### config.mk
export PLATFORM = sky130hd
export DESIGN_NAME = dco_nco_bank_flat
export DESIGN_NICKNAME = d
export VERILOG_FILES = /design/src/rtl/dco_nco_bank_pkg.sv /design/src/rtl/dco_nco_bank_if.sv /design/src/rtl/dco_nco_bank_channel.sv /design/src/rtl/dco_nco_bank.sv /design/src/flat_wrapper.sv
export SDC_FILE = /design/constraint.sdc
export NUM_CORES = 1
export LEC_CHECK = 0
export BUFFER_PORTS_ARGS = -buffer_cell sky130_fd_sc_hd__clkbuf_2
export CAP_MARGIN = 0
export CORE_MARGIN = 4
export CORE_UTILIZATION = 55
export CTS_BUF_LIST = sky130_fd_sc_hd__clkbuf_8 sky130_fd_sc_hd__clkbuf_16
export DETAILED_ROUTE_END_ITERATION = 16
export GPL_TIMING_DRIVEN = 0
export PLACE_DENSITY = 0.73
export RECOVER_POWER = 50
export SLEW_MARGIN = 20
export SYNTH_ARGS = -nofsm -noshare
export SYNTH_HDL_FRONTEND = slang
export SYNTH_SLANG_ARGS = --single-unit
### constraint.sdc
create_clock -name clk -period 2.97 [get_ports clk]
set_input_delay 0.1485 -clock clk [delete_from_list [all_inputs] [get_ports clk]]
set_output_delay 0.1485 -clock clk [all_outputs]
set_load 0.02 [all_outputs]
### src/rtl/dco_nco_bank_pkg.sv
// Shared types and width helpers for the multi-channel phase-accumulator DCO bank.
package dco_pkg;

    typedef enum logic [1:0] {
        MODE_SQUARE = 2'd0,
        MODE_PULSE  = 2'd1,
        MODE_TOGGLE = 2'd2,
        MODE_RSVD   = 2'd3
    } mode_e;

    // Channel-select width; a single channel still needs a one-bit select port.
    function automatic int sel_w(input int channels);
        return (channels > 1) ? $clog2(channels) : 1;
    endfunction

endpackage

### src/rtl/dco_nco_bank_if.sv
// Code-write / control / output bundle between the code interface and the DCO bank.
interface dco_nco_bank_if import dco_pkg::*; #(
    parameter int CODE_W   = 8,
    parameter int CHANNELS = 2
) ();

    localparam int SEL_W = sel_w(CHANNELS);

    logic                ena;
    logic [CODE_W-1:0]   code_in;
    logic [SEL_W-1:0]    code_sel;
    logic                code_wr;
    mode_e               mode;
    logic                sync;
    logic [CHANNELS-1:0] dco_out;
    logic [CHANNELS-1:0] wrap;
    logic [CHANNELS-1:0] pending;

    modport master (
        output ena, code_in, code_sel, code_wr, mode, sync,
        input  dco_out, wrap, pending
    );

    modport slave (
        input  ena, code_in, code_sel, code_wr, mode, sync,
        output dco_out, wrap, pending
    );

endinterface

### src/rtl/dco_nco_bank_channel.sv
// One oscillator: phase accumulator with double-buffered frequency code,
// toggle flop and registered output mux.
module dco_channel import dco_pkg::*; #(
    parameter int CODE_W = 8,
    parameter int ACC_W  = 12
) (
    input  logic              clk,
    input  logic              rst,
    input  logic              ena,
    input  logic              sync,
    input  mode_e             mode,
    input  logic              wr,
    input  logic [CODE_W-1:0] code,
    output logic              dco_out,
    output logic              wrap,
    output logic              pending
);

    logic [CODE_W-1:0] sh;
    logic [CODE_W-1:0] act;
    logic [ACC_W-1:0]  acc;
    logic              tg;

    logic [ACC_W:0]    sum;
    logic              running;
    logic              carry;
    logic              apply;
    logic              wrap_c;
    logic [ACC_W-1:0]  acc_next;
    logic              tg_next;
    logic              dco_next;

    // An idle channel (act=0) picks up a pending code on any enabled cycle;
    // a running one only at a wrap or sync, which keeps retunes glitch-free.
    always_comb begin
        sum      = {1'b0, acc} + {{(ACC_W + 1 - CODE_W){1'b0}}, act};
        running  = (act != '0);
        carry    = running && sum[ACC_W];
        apply    = sync || !running || carry;
        wrap_c   = carry && !sync;
        acc_next = sync ? '0 : (running ? sum[ACC_W-1:0] : acc);
        tg_next  = sync ? 1'b0 : (tg ^ wrap_c);
        case (mode)
            MODE_PULSE:  dco_next = wrap_c;
            MODE_TOGGLE: dco_next = tg_next;
            default:     dco_next = acc_next[ACC_W-1];
        endcase
    end

    always_ff @(posedge clk or posedge rst) begin
        if (rst) begin
            sh      <= '0;
            act     <= '0;
            acc     <= '0;
            tg      <= 1'b0;
            pending <= 1'b0;
            wrap    <= 1'b0;
            dco_out <= 1'b0;
        end else begin
            if (wr) begin
                sh <= code;
            end
            // A write in the same cycle as an apply keeps the new code pending.
            if (wr) begin
                pending <= 1'b1;
            end else if (ena && apply) begin
                pending <= 1'b0;
            end
            if (ena && apply && pending) begin
                act <= sh;
            end
            if (ena) begin
                acc <= acc_next;
                tg  <= tg_next;
            end
            wrap <= ena && wrap_c;
            if (ena && (running || sync)) begin
                dco_out <= dco_next;
            end
        end
    end

endmodule

### src/rtl/dco_nco_bank.sv
// Multi-channel DCO bank: decodes code writes to channels and gathers their outputs.
module dco_nco_bank import dco_pkg::*; #(
    parameter int CODE_W   = 8,
    parameter int ACC_W    = 12,
    parameter int CHANNELS = 2
) (
    input  logic           clk,
    input  logic           rst,
    dco_nco_bank_if.slave  bus
);

    localparam int SEL_W = sel_w(CHANNELS);

    logic [CHANNELS-1:0] wr_vec;
    logic [CHANNELS-1:0] dco_v;
    logic [CHANNELS-1:0] wrap_v;
    logic [CHANNELS-1:0] pend_v;

    // Selects at or beyond CHANNELS match no channel, so such writes vanish.
    always_comb begin
        wr_vec = '0;
        for (int i = 0; i < CHANNELS; i++) begin
            wr_vec[i] = bus.code_wr && (bus.code_sel == SEL_W'(i));
        end
    end

    for (genvar g = 0; g < CHANNELS; g++) begin : g_ch
        dco_channel #(
            .CODE_W (CODE_W),
            .ACC_W  (ACC_W)
        ) u_ch (
            .clk     (clk),
            .rst     (rst),
            .ena     (bus.ena),
            .sync    (bus.sync),
            .mode    (bus.mode),
            .wr      (wr_vec[g]),
            .code    (bus.code_in),
            .dco_out (dco_v[g]),
            .wrap    (wrap_v[g]),
            .pending (pend_v[g])
        );
    end

    assign bus.dco_out = dco_v;
    assign bus.wrap    = wrap_v;
    assign bus.pending = pend_v;

endmodule

### src/flat_wrapper.sv
// flat-port wrapper written by rule: the top's interface ports become plain ports
module dco_nco_bank_flat import dco_pkg::*;
#(
    parameter int CODE_W   = 8,
    parameter int ACC_W    = 12,
    parameter int CHANNELS = 2
)
  (clk, rst, bus_ena, bus_code_in, bus_code_sel, bus_code_wr, bus_mode, bus_sync, bus_dco_out, bus_wrap, bus_pending);
  dco_nco_bank_if #(.CODE_W(CODE_W), .CHANNELS(CHANNELS)) bus_i ();
  input  logic clk;
  input  logic rst;
  input wire logic [$bits(bus_i.ena)-1:0] bus_ena;
  input wire logic [$bits(bus_i.code_in)-1:0] bus_code_in;
  input wire logic [$bits(bus_i.code_sel)-1:0] bus_code_sel;
  input wire logic [$bits(bus_i.code_wr)-1:0] bus_code_wr;
  input wire logic [$bits(bus_i.mode)-1:0] bus_mode;
  input wire logic [$bits(bus_i.sync)-1:0] bus_sync;
  output wire logic [$bits(bus_i.dco_out)-1:0] bus_dco_out;
  output wire logic [$bits(bus_i.wrap)-1:0] bus_wrap;
  output wire logic [$bits(bus_i.pending)-1:0] bus_pending;
  assign bus_i.ena = bus_ena;
  assign bus_i.code_in = bus_code_in;
  assign bus_i.code_sel = bus_code_sel;
  assign bus_i.code_wr = bus_code_wr;
  assign bus_i.mode = bus_mode;
  assign bus_i.sync = bus_sync;
  assign bus_dco_out = bus_i.dco_out;
  assign bus_wrap = bus_i.wrap;
  assign bus_pending = bus_i.pending;
  dco_nco_bank #(.CODE_W(CODE_W), .ACC_W(ACC_W), .CHANNELS(CHANNELS)) u_core (.clk(clk), .rst(rst), .bus(bus_i));
endmodule
==> flow_summary.json <==
{
  "path_cells": "ha_1 > inv_1 > fa_1 > nor2b_1 > o31ai_4 > a2111oi_4 > nand2b_4 > and3_4 > buf_6 > mux2_4",
  "worstSetupPathType": "register to register",
  "yosysWarnings": 0,
  "ys_types": 58,
  "die_area_um2": 7840,
  "drcViolationCount": 0,
  "hold_viol": 0,
  "clk_pin_slew_worst_paths_ns": 0.08,
  "drive_gt1_share_pct": 22.8,
  "synth-seq-area-share_pct": 44.9,
  "power.density_nw_per_um2": 870,
  "crit_family": "simple AND/OR/NAND/NOR gates",
  "routed_wl_um": 7030,
  "slew_violations": 0,
  "drt-vias-per-instance": 5.78,
  "synth_fp_nets": 361,
  "synth_common_cells": "dfrtp_1 (64), nand2_1 (19), ha_1 (18), mux2_2 (17)",
  "crit_buf_inv": 2,
  "cp_max_fo": 8,
  "antenna_found_initial": 0,
  "ys.flop_type": "dfrtp_1",
  "cts_made_buffers": 9,
  "hpwl_um": 5260,
  "globalplace.congestion": 0.861,
  "hold_depth": 2,
  "period_share_pct": 94.5,
  "maxCapViolations": 0,
  "outcome": "finished clean",
  "die_h_um": 88.6,
  "grt_pass1_wl_um": 11400,
  "min_period_ns": 2.81,
  "initial_core_util_pct": 56.5,
  "synth.avg_cell_area_um2": 11.0,
  "synth_top_area_share_pct": 44.9,
  "crit_required_ns": 3.20,
  "relSlewSlack_pct": 21.0,
  "min_path_type": "input pin to register",
  "io_pins": 22,
  "portBuffers": 21,
  "grt_pass1_vias": 2384,
  "cts_max_level": 3,
  "critical_path.max_stage_delay_ns": 0.41,
  "cts_tree": "done",
  "synth_area_leaders": "dfrtp_1 (45%), ha_1 (6.3%), mux2_2 (5.4%)",
  "yosysMostFrequentCell": "dfrtp_1",
  "cts_root_buffer": "clkbuf_8",
  "grt_overflow": 0,
  "vias": 2547,
  "cts.path.max_buffers": 2,
  "num_rows": 29,
  "grt_max_degree": 51,
  "syn_area_um2": 3570,
  "die_w_um": 88.6,
  "vdd_drop_max_mv": 0.594,
  "tns_ns": 0,
  "grtUsageTotal_pct": 19.6,
  "antenna_cells": 0,
  "clock-sinks": 64,
  "arrival_ns": 3.04,
  "first_pass_iters": 5,
  "async_flop_share_pct": 100,
  "dpl_worst_slack_ns": 0.0455,
  "detail-route-antenna-nets": 0,
  "core_region_area_um2": 6310,
  "startpoint_type": "register",
  "fmax_mhz": 356,
  "fin_nets": 395,
  "clkLatencyLatePin_ns": 0.35,
  "r2r_cells": 10,
  "yosysTopAreaCell": "dfrtp_1",
  "rsz0062_at_grt": "false",
  "crit_cells": 10,
  "p_leak_uw": 0.00176,
  "finalSetupViolations": 0,
  "fin_skew_ns": 0.00865,
  "wl_per_cell_um": 15.9,
  "synth_cells": 325,
  "end_kind": "register",
  "timing.final.ws_setup_ns": 0.164,
  "fin_hold_ws_ns": 0.0535,
  "cts_setup_buffers": 0,
  "worst_pin_slew_ns": 1.18,
  "synth_edf_count": 0,
  "ys_ff_latch": 64,
  "area_growth_pct": 12.9,
  "cpMaxStageDelayCell": "a2111oi_4",
  "drtIter0Drc": 157
}
path summary, 6_finish.rpt:
kind	startpoint	slack (ns)	endpoint
max	u_core.g_ch[0].u_ch.act[0]$_DFFE_PP0P_	0.16	u_core.g_ch[0].u_ch.act[4]$_DFFE_PP0P_
min	bus_code_in[1]	0.05	u_core.g_ch[0].u_ch.sh[1]$_DFFE_PP0P_
max reg2reg	u_core.g_ch[0].u_ch.act[0]$_DFFE_PP0P_	0.16	u_core.g_ch[0].u_ch.act[4]$_DFFE_PP0P_
min reg2reg	u_core.g_ch[0].u_ch.dco_out$_DFFE_PP0P_	0.50	u_core.g_ch[0].u_ch.dco_out$_DFFE_PP0P_
max in group asynchronous	rst	1.06	u_core.g_ch[1].u_ch.dco_out$_DFFE_PP0P_
min in group asynchronous	rst	0.38	u_core.g_ch[0].u_ch.sh[7]$_DFFE_PP0P_
power breakdown:
| part | switching, uW | leakage, uW | internal [uW] |
|---|---|---|---|
| clock network | 360 | 0.000105 | 498 |
| registers | 203 | 0.000804 | 1100 |
| logic | 688 | 0.000855 | 651 |
| total | 1250 | 0.00176 | 2250 |
through the flow:
step	instances	instance area [um^2]	power, uW	util [%]
4_1_cts	441	4040	3520	64.0
5_1_grt	441	4030	3750	63.8
3_5_place_dp	424	3800	2640	60.2
3_3_place_gp	423	3770	2580	59.7
2_1_floorplan	325	3570	2360	-
6_report	441	4030	3500	63.8
worst reg2reg max path, delay by kind of cell (launching register included):
family / cells / cell delay, ns
AND/OR/NAND/NOR: 3 / 0.67
multiplexers: 1 / 0.31
adder cells (fa/ha/maj): 2 / 0.59
buffers and inverters: 2 / 0.21
flip-flops: 1 / 0.39
AO/OA/AOI/OAI: 2 / 0.54
kinds of logic after synthesis:
logic type	share of synthesized area [%]
buffers and inverters	4.45
DFF	44.9
and+or+nand+nor	11.2
adders and majority gates	7.43
AOI/OAI and AO/OA	17.3
xor gates and xnor gates	2.70
muxes	12.1
metal layers:
layer	wire length (um)	GRT usage, %
met1	3350	26.7
met2	3290	29.9
met3	280	6.15
met4	110	6.32
met5	0	0
state kept, by name (all words and copies together), names as in the netlist:
register / count
u_core.g_ch.u_ch.acc: 24
u_core.g_ch.u_ch.act: 16
u_core.g_ch.u_ch.dco_out: 2
u_core.g_ch.u_ch.pending: 2
u_core.g_ch.u_ch.sh: 16
u_core.g_ch.u_ch.tg: 2
u_core.g_ch.u_ch.wrap: 2
repair_timing:
item,in CTS,in global routing
endpoints found under the setup margin,0,8
hold buffers,1,0
resized for setup,0,1
endpoints found under the hold margin,27,0
layout make-up:
class | instances | area [um^2]
fill | 525 | 2290
multi-input combinational | 227 | 1820
sequential | 64 | 1600
clock buffer | 10 | 138
timing repair buffer | 23 | 120
tap | 77 | 96.3
buffer | 17 | 95.1
clock inverter | 6 | 91.3
inverter | 17 | 65.1
placed cells by master, fill, tap and decap left out, drive strengths merged, types with 7 or more instances in the layout:
cell	n
a21oi	16
buf	8
clkbuf	41
dfrtp	64
ha	18
inv	17
mux2	34
nand2	19
nand2b	9
nor2	14
o21ai	18
o2bb2ai	7
o31ai	7
xnor2	7
Note: power is estimated with default switching activity, not from simulation.
